===== src/rtl/memory_game_pkg.sv =====
// Shared definitions for the Memory Game: card state codes, controller FSM encoding, default sizes.
// Latency: n/a (types and constants only).
// Backpressure: n/a.
package memory_game_pkg;

  localparam int DEF_N_CARDS = 16;
  localparam int DEF_IDX_W   = 4;
  localparam int DEF_COLOR_W = 4;

  // Per-card display state, two bits per card in the packed board vector.
  typedef enum logic [1:0] {
    CARD_HIDDEN   = 2'b00,
    CARD_REVEALED = 2'b01,
    CARD_MATCHED  = 2'b10
  } card_state_e;

  // Round sequencer states.
  typedef enum logic [3:0] {
    ST_IDLE,
    ST_WAIT_FIRST,
    ST_READ_FIRST,
    ST_WAIT_SECOND,
    ST_READ_SECOND,
    ST_COMPARE,
    ST_SHOW,
    ST_RESOLVE,
    ST_DONE
  } ctrl_state_e;

  // Clicks are only accepted while waiting for the first or second card of a pair.
  function automatic logic is_wait_state(ctrl_state_e s);
    return (s == ST_WAIT_FIRST) || (s == ST_WAIT_SECOND);
  endfunction

endpackage


===== src/rtl/pair_match_controller_show_timer.sv =====
// Loadable down-counter with a done flag; holds a mismatched pair on screen for a fixed time.
// Latency: load takes effect next cycle; done is high while the count is zero.
// Backpressure: none; counts only while enabled and stops at zero.
module show_timer #(
  parameter int unsigned TICKS = 65_000_000,
  parameter int          TW    = (TICKS > 1) ? $clog2(TICKS) : 1
) (
  input  logic clk,
  input  logic rst,
  input  logic clr_i,
  input  logic load_i,
  input  logic en_i,
  output logic done_o
);

  logic [TW-1:0] cnt_q;

  // Clear wins over load, load wins over counting; the counter never wraps below zero.
  always_ff @(posedge clk) begin
    if (rst || clr_i) begin
      cnt_q <= '0;
    end else if (load_i) begin
      cnt_q <= TW'(TICKS - 1);
    end else if (en_i && (cnt_q != '0)) begin
      cnt_q <= cnt_q - TW'(1);
    end
  end

  assign done_o = (cnt_q == '0);

endmodule


===== src/rtl/pair_match_controller.sv =====
// Sequences one Memory Game round: reveals clicked cards, compares pair colours, shows/hides or retires pairs, flags game over.
// Latency: click to reveal 1 cycle; second click to match 3 cycles; mismatch to hide 3 + SHOW_TICKS cycles.
// Backpressure: busy high outside the two wait states; clicks arriving then are dropped, never queued.
module pair_match_controller
  import memory_game_pkg::*;
#(
  parameter int N_CARDS    = DEF_N_CARDS,
  parameter int IDX_W      = DEF_IDX_W,
  parameter int COLOR_W    = DEF_COLOR_W,
  parameter int SHOW_TICKS = 65_000_000,
  parameter int CNT_W      = 8
) (
  input  logic                 clk,
  input  logic                 rst,
  input  logic                 game_start,
  input  logic                 card_click,
  input  logic [IDX_W-1:0]     card_idx,
  output logic [IDX_W-1:0]     color_rd_idx,
  input  logic [COLOR_W-1:0]   color_rd_data,
  output logic [2*N_CARDS-1:0] card_state,
  output logic                 update_req,
  output logic [IDX_W-1:0]     pairs_found,
  output logic [CNT_W-1:0]     moves,
  output logic                 busy,
  output logic                 game_over
);

  localparam logic [IDX_W:0]   N_CARDS_L = (IDX_W+1)'(N_CARDS);
  localparam logic [IDX_W-1:0] ALL_PAIRS = IDX_W'(N_CARDS / 2);

  ctrl_state_e          state_q, state_d;
  logic [2*N_CARDS-1:0] card_q, card_d;
  logic [IDX_W-1:0]     first_idx_q, first_idx_d;
  logic [IDX_W-1:0]     second_idx_q, second_idx_d;
  logic [COLOR_W-1:0]   first_color_q, first_color_d;
  logic [COLOR_W-1:0]   second_color_q, second_color_d;
  logic [IDX_W-1:0]     rd_idx_q, rd_idx_d;
  logic                 upd_q, upd_d;
  logic [IDX_W-1:0]     pairs_q, pairs_d;
  logic [CNT_W-1:0]     moves_q, moves_d;
  logic                 busy_q, busy_d;
  logic                 game_over_q, game_over_d;

  logic [1:0]           sel_state;
  logic                 click_hidden;
  logic                 tmr_clr, tmr_load, tmr_en, tmr_done;

  show_timer #(
    .TICKS (SHOW_TICKS)
  ) u_show_timer (
    .clk    (clk),
    .rst    (rst),
    .clr_i  (tmr_clr),
    .load_i (tmr_load),
    .en_i   (tmr_en),
    .done_o (tmr_done)
  );

  // Look up the state of the clicked card; out-of-range indices read as non-hidden so they are never accepted.
  always_comb begin
    sel_state = CARD_MATCHED;
    for (int i = 0; i < N_CARDS; i++) begin
      if (card_idx == IDX_W'(i)) begin
        sel_state = card_q[2*i +: 2];
      end
    end
    click_hidden = card_click && ({1'b0, card_idx} < N_CARDS_L) && (sel_state == CARD_HIDDEN);
  end

  // Round sequencer: next state, board updates, counters and registered output values.
  always_comb begin
    state_d        = state_q;
    card_d         = card_q;
    first_idx_d    = first_idx_q;
    second_idx_d   = second_idx_q;
    first_color_d  = first_color_q;
    second_color_d = second_color_q;
    rd_idx_d       = rd_idx_q;
    upd_d          = 1'b0;
    pairs_d        = pairs_q;
    moves_d        = moves_q;
    tmr_clr        = 1'b0;
    tmr_load       = 1'b0;
    tmr_en         = 1'b0;

    if (game_start) begin
      // A restart beats any click in the same cycle, from every state.
      card_d  = '0;
      pairs_d = '0;
      moves_d = '0;
      upd_d   = 1'b1;
      tmr_clr = 1'b1;
      state_d = ST_WAIT_FIRST;
    end else begin
      case (state_q)
        ST_WAIT_FIRST: begin
          if (click_hidden) begin
            first_idx_d = card_idx;
            rd_idx_d    = card_idx;
            for (int i = 0; i < N_CARDS; i++) begin
              if (card_idx == IDX_W'(i)) card_d[2*i +: 2] = CARD_REVEALED;
            end
            upd_d   = 1'b1;
            state_d = ST_READ_FIRST;
          end
        end
        ST_READ_FIRST: begin
          first_color_d = color_rd_data;
          state_d       = ST_WAIT_SECOND;
        end
        ST_WAIT_SECOND: begin
          if (click_hidden && (card_idx != first_idx_q)) begin
            second_idx_d = card_idx;
            rd_idx_d     = card_idx;
            for (int i = 0; i < N_CARDS; i++) begin
              if (card_idx == IDX_W'(i)) card_d[2*i +: 2] = CARD_REVEALED;
            end
            upd_d   = 1'b1;
            state_d = ST_READ_SECOND;
          end
        end
        ST_READ_SECOND: begin
          second_color_d = color_rd_data;
          state_d        = ST_COMPARE;
        end
        ST_COMPARE: begin
          if (moves_q != '1) moves_d = moves_q + CNT_W'(1);
          if (first_color_q == second_color_q) begin
            for (int i = 0; i < N_CARDS; i++) begin
              if ((first_idx_q == IDX_W'(i)) || (second_idx_q == IDX_W'(i))) begin
                card_d[2*i +: 2] = CARD_MATCHED;
              end
            end
            pairs_d = pairs_q + IDX_W'(1);
            upd_d   = 1'b1;
            state_d = ST_RESOLVE;
          end else begin
            tmr_load = 1'b1;
            state_d  = ST_SHOW;
          end
        end
        ST_SHOW: begin
          if (tmr_done) begin
            for (int i = 0; i < N_CARDS; i++) begin
              if ((first_idx_q == IDX_W'(i)) || (second_idx_q == IDX_W'(i))) begin
                card_d[2*i +: 2] = CARD_HIDDEN;
              end
            end
            upd_d   = 1'b1;
            state_d = ST_RESOLVE;
          end else begin
            tmr_en = 1'b1;
          end
        end
        ST_RESOLVE: begin
          state_d = (pairs_q == ALL_PAIRS) ? ST_DONE : ST_WAIT_FIRST;
        end
        default: begin
          // IDLE and DONE hold until game_start.
          state_d = state_q;
        end
      endcase
    end

    busy_d      = !is_wait_state(state_d);
    game_over_d = (state_d == ST_DONE);
  end

  // State and output registers; synchronous reset returns everything to the power-up values.
  always_ff @(posedge clk) begin
    if (rst) begin
      state_q        <= ST_IDLE;
      card_q         <= '0;
      first_idx_q    <= '0;
      second_idx_q   <= '0;
      first_color_q  <= '0;
      second_color_q <= '0;
      rd_idx_q       <= '0;
      upd_q          <= 1'b0;
      pairs_q        <= '0;
      moves_q        <= '0;
      busy_q         <= 1'b1;
      game_over_q    <= 1'b0;
    end else begin
      state_q        <= state_d;
      card_q         <= card_d;
      first_idx_q    <= first_idx_d;
      second_idx_q   <= second_idx_d;
      first_color_q  <= first_color_d;
      second_color_q <= second_color_d;
      rd_idx_q       <= rd_idx_d;
      upd_q          <= upd_d;
      pairs_q        <= pairs_d;
      moves_q        <= moves_d;
      busy_q         <= busy_d;
      game_over_q    <= game_over_d;
    end
  end

  assign color_rd_idx = rd_idx_q;
  assign card_state   = card_q;
  assign update_req   = upd_q;
  assign pairs_found  = pairs_q;
  assign moves        = moves_q;
  assign busy         = busy_q;
  assign game_over    = game_over_q;

endmodule

===== config.mk =====
export PLATFORM = sky130hd
export DESIGN_NAME = pair_match_controller
export DESIGN_NICKNAME = d
export VERILOG_FILES = /design/src/rtl/memory_game_pkg.sv /design/src/rtl/pair_match_controller_show_timer.sv /design/src/rtl/pair_match_controller.sv
export SDC_FILE = /design/constraint.sdc
export NUM_CORES = 1
export LEC_CHECK = 0
export ABC_AREA = 1
export BUFFER_PORTS_ARGS = -buffer_cell sky130_fd_sc_hd__buf_2
export CAP_MARGIN = 10
export CORE_MARGIN = 2
export CORE_UTILIZATION = 55
export DETAILED_ROUTE_END_ITERATION = 8
export HOLD_SLACK_MARGIN = 0.02
export PLACE_DENSITY = 0.74
export SLEW_MARGIN = 0
export SYNTH_ARGS = -nofsm -noshare
export SYNTH_HDL_FRONTEND = slang
export SYNTH_SLANG_ARGS = --single-unit

===== constraint.sdc =====
create_clock -name clk -period 2.6 [get_ports clk]
set_input_delay 0.13 -clock clk [delete_from_list [all_inputs] [get_ports clk]]
set_output_delay 0.13 -clock clk [all_outputs]
set_load 0.05 [all_outputs]

# After elaboration in Yosys (flattened, before gate mapping)

Cells that the tools add are included.

Reductions and logical operators: 56
Shifts and indexed selects: 0
$add $sub $neg: 3
Muxes and demuxes: 94
Bitwise operators: 1
Equality and inequality tests: 95
$lt $le $gt $ge: 0
Multipliers: 0
Div/mod/pow operators: 0

Operators with widths:

| cell                  | count |
|---|---|
| $mux 2                | 64 |
| $mux 32               | 4 |
| $pmux 32 s4           | 1 |
| $reduce_and 7->1      | 16 |
| $eq 4x4->1 const B    | 26 |
| $ne 2x2->1 const B    | 36 |
| $eq 4x3->1 const B    | 16 |
| $mux 26               | 2 |
| $eq 4x2->1 const B    | 9 |
| $mux 4                | 7 |
| $pmux 4 s7            | 1 |
| $logic_not 26->1      | 1 |
| $reduce_bool 26->1    | 1 |
| $sub 26x1->26 const B | 1 |
| $eq 4x1->1 const B    | 5 |
| $logic_or 1x1->1      | 18 |
| $mux 1                | 13 |
| $logic_not 4->1       | 3 |
| $add 8x1->8 const B   | 1 |
| $ne 8x8->1 const B    | 1 |
| $pmux 4 s2            | 1 |
| $reduce_and 2->1      | 4 |
| $reduce_and 3->1      | 2 |
| $add 4x1->4 const B   | 1 |
| 11 further kinds      | 15 |

Register bits after elaboration: 97
Memories: 0
Output and inout port bits: 51
Bits in writable memories: 0
Memory bits (read-only): 0
Word-level logic and storage cells: 278
Latch bits: 0
Bits of input ports: 12

# Logic depth before layout (Yosys ltp)

Word-level depth: 26
Gate-level depth with buffers: 21
Mapped depth without buffers: 20

# Modules after synthesis

A second synthesis with hierarchy kept.

Cell total of the unflattened synthesis: 958
Area total of the unflattened synthesis: 6317.3 µm²

Modules (own cells, without submodules):

| module                | instances | cells an instance | area each (µm²) |
|---|---|---|---|
| pair_match_controller | 1         | 659               | 4330.4 |
| show_timer            | 1         | 299               | 1986.9 |

# Worst setup path before layout

No wires, ideal clock.

Path kind: register to register
Start point: register u_show_timer.cnt_q[0]
End point: register u_show_timer.cnt_q[17]
Cell stages (with the launch flop): 18
Setup slack: 0.398 ns
Arrival time: 2.070 ns
Clock period less this slack: 2.202 ns
Path buffers: 0
Setup time: 0.132 ns
Data required time: 2.468 ns
Path through: dfxtp_1 inv_1 ha_1 inv_1 nor2_1 nand2_1 nor3_1 nor2_2 nand2_2 nor2_2 nand4_2 nor2_2 nand2_1 nor2_1 nand2_1 nor2_1 xor2_1 a21oi_1

Word-level cells in the longest chain between the ends: 6

RTL lines:

| item                                                  | line                                   | RTL |
|---|---|---|
| start, declared                                       | pair_match_controller_show_timer.sv:16 | `logic [TW-1:0] cnt_q;` |
| start signal, assigned                                | pair_match_controller_show_timer.sv:23 | `cnt_q <= TW'(TICKS - 1);` |
| start signal, assigned                                | pair_match_controller_show_timer.sv:25 | `cnt_q <= cnt_q - TW'(1);` |
| branches (longest 6 deep; another with $sub 26x1->26) | -                                      |  |

Parallel ways; which one is timed is not known. The select of a mux whose other input is x is not followed.
A chain may end at the register's enable or synchronous reset.

# Worst setup path after layout

Start point: register state_q[2]
End point: register card_q[24] (netlist: card_state[24])

Word-level cells in the longest chain between the ends: 3

RTL lines:

| item                                                             | line                         | RTL |
|---|---|---|
| start, declared                                                  | pair_match_controller.sv:31  | `ctrl_state_e state_q, state_d;` |
| start signal, assigned                                           | pair_match_controller.sv:185 | `state_q <= state_d;` |
| $eq 4x3->1, or another cell as far along                         | pair_match_controller.sv:95  | `case (state_q)` |
| $ne 2x2->1 (no line) / $reduce_bool 4->1 (equally long branches) | -                            |  |
| $reduce_and 7->1 (no line)                                       | -                            |  |
| end signal, assigned                                             | pair_match_controller.sv:186 | `card_q <= card_d;` |
| end, declared                                                    | pair_match_controller.sv:32  | `logic [2*N_CARDS-1:0] card_q, card_d;` |

Parallel ways exist; a longest one is shown, timed or not.

==> results.tsv <==
metric	value	unit
outcome	finished clean	
maxCapViolCount	0	
ff2ff_setup_slack	0.17	ns
initial_core_util	0.567	
synth_top_cell_area_share	0.350	
worstHoldStart	color_rd_data[1]	
slew_headroom	0.596	
worst_setup_path_end_kind	flip-flop	
clkLatencyLatePin	0.38	ns
use_met1	0.397	
hold_ws	0.0289	ns
seqCellArea	1940	um2
track_usage	0.284	
ant_nets	0	
yosysTopAreaCell	dfxtp_1	
hold_path_end	second_color_q[1]	
async_reset_ff_frac	0	
path_clk_slew	0.10	ns
min_path_type	in2reg	
die-area	10900	um2
postSynthCellCount	832	
synth_cell_types	45	
rr_endpoint	card_state[24]	
ys_ff_latch	97	
synth_fp_nets	848	
fin_nets	900	
dpl.hpwl	11200	um
startpoint_type	flip-flop	
criticalPathCategory	reg2reg	
vias_per_cell	5.74	
worstPathArrival	2.69	ns
tightest_slew	0.603	ns
grt_max_degree	30	
num_rows	36	
ys_top_cells_by_area	dfxtp_1 (35%), nand2_1 (8.5%), inv_1 (7.7%)	
fillCellCount	951	
synth_ff_type	dfxtp_1	
drt_pass1_iterations	5	
grt_use_met2	0.434	
globalplace.congestion	0.943	
antenna_cells	0	
dp.cells	1006	
fin_crit_sh	0.935	
gr-usage-met3	0.0439	
cts_tree	yes	
antenna_found_initial	0	
ir_worst_vdd	0.000310	V
leakagePower	2.72	nW
synth_most_common_cell	nand2_1	
clkSinkCount	97	
grt_pass1_vias	5437	
yosys_warnings	0	
layout-drive-gt1-share	0.153	
worstPathCellList	inv_1, nor2_1, inv_1, nor3_2, inv_1, buf_4, a311oi_1, nand4_1, nand2_1, a21oi_1	
io_buffers	62	
cp.required	2.86	ns
multiInputGateArea	3010	um2
busiest_layer	met2	
routedWlPerCell	15.3	um
grt_pass1_wl	25500	um
timing.final.hold_violations	0	
cpPeakStageDelay	0.54	ns
crit_start	state_q[2]	
ys_seq_area_frac	0.350	
finalWirelength	15700	um
cp_max_fo	28	
clock_skew	0.0107	ns
fin_ws	0.170	ns
drc	0	
setup_violations	0	
vias	5871	
postCtsHoldBufs	0	
drv_slew	0	
syn_avg_cell_area	6.66	um2
cts.path.max_buffers	2	
fp.dieW	104	um
synth_edf_count	0	
p_per_area	524	nW/um2
worst-r2r-cell-count	10	
numCtsBuffers	9	
coreArea	9770	um2
die_h	104	um
final_util	0.644	
clockRootBuffer	clkbuf_8	
synth_area	5540	um2
fmax	0.411	GHz
finalCriticalPeriod	2.43	ns
h-tree-depth	3	
timing.rr.start	state_q[2]	
drt_iter0_markers	399	
io_pins	63	
syn_to_final_growth	13.6	%
crit_path_frequent_cell	inv_1	
fin_cells	1022	
overflow	0	
cp_slowest_cell	a311oi_1	
post-place-ws	0.00829	ns
hold_depth	3	
rsz0062_at_grt	true	
ys_top_cells_by_count	nand2_1 (126), inv_1 (113), nor2_1 (108)	
## layout make-up
type	count	share of cell area
sequential	97	0.309
inverter	123	0.0738
clock inverter	6	0.0219
tap	133	0.0264
multi-input combinational	578	0.479
clock buffer	10	0.0219
timing repair buffer	75	0.0688
## worst max-delay path: cells and delay by family, from the launching register on
kind | cells | cell delay (ns)
AO/OA/AOI/OAI | 2 | 0.61
buffers and inverters | 4 | 0.60
flip-flops | 1 | 0.37
AND/OR/NAND/NOR | 4 | 0.74
## per-stage QoR
stage	total power, mW	setup TNS (ns)	area (um2)
detailed placement	2.01	0	5960
global placement	2.00	0	5960
global route	3.42	-0.109	6290
floorplan	1.89	0	5540
CTS	3.30	0	6240
finish	3.30	0	6290
## kinds of logic after synthesis
logic type               synth area share
XOR/XNOR                           0.0206
AO/OA/AOI/OAI                       0.180
flip-flops                          0.350
AND/OR/NAND/NOR                     0.324
buffers and inverters               0.116
adder cells (fa/ha/maj)           0.00903
## sequential cells by signal, indices dropped and copies added (netlist names)
signal	cells
card_state	32
u_show_timer.cnt_q	26
moves	8
color_rd_idx	4
first_color_q	4
first_idx_q	4
pairs_found	4
second_color_q	4
second_idx_q	4
state_q	4
busy	1
game_over	1
update_req	1
## power by group
group / internal [mW] / switching [mW] / total, mW
Combinational: 0.127 / 0.337 / 0.465
Clock: 0.767 / 0.541 / 1.31
Sequential: 1.51 / 0.0183 / 1.52
## per-layer routing
layer	wire length (um)	vias to the layer above
li1	-	2899
met1	7140	2715
met2	6960	230
met3	1210	27
met4	341	0
met5	0	-
## placed cells by master (no fill, tap or decap), types with 15 or more instances in the layout
master   Yosys  layout
nand2_1    126     126
inv_1      113     113
nor2_1     108     105
dfxtp_1     97      97
a21oi_1     81      80
buf_2        5      62
nand4_1     57      57
o21ai_0     53      53
nand3_1     37      37
o22ai_1     17      17
nor3_1      18      15
## worst max-delay path by stage
stage / end / slack [ns] / cells after the start
2_1_floorplan: u_show_timer.cnt_q[17] / 0.40 / 17
3_3_place_gp: state_q[0] / 0.04 / 20
3_5_place_dp: color_rd_idx[3] / 0.008 / 20
4_1_cts: u_show_timer.cnt_q[17] / 0.08 / 17
5_1_grt: u_show_timer.cnt_q[17] / -0.06 / 17
6_report: card_state[24] / 0.17 / 10
## what timing repair did
action,CTS,global route
endpoints found under the setup margin,0,10
setup buffers,0,0
gates resized for setup,0,12
No activity file was read; power rests on OpenSTA's default activity.
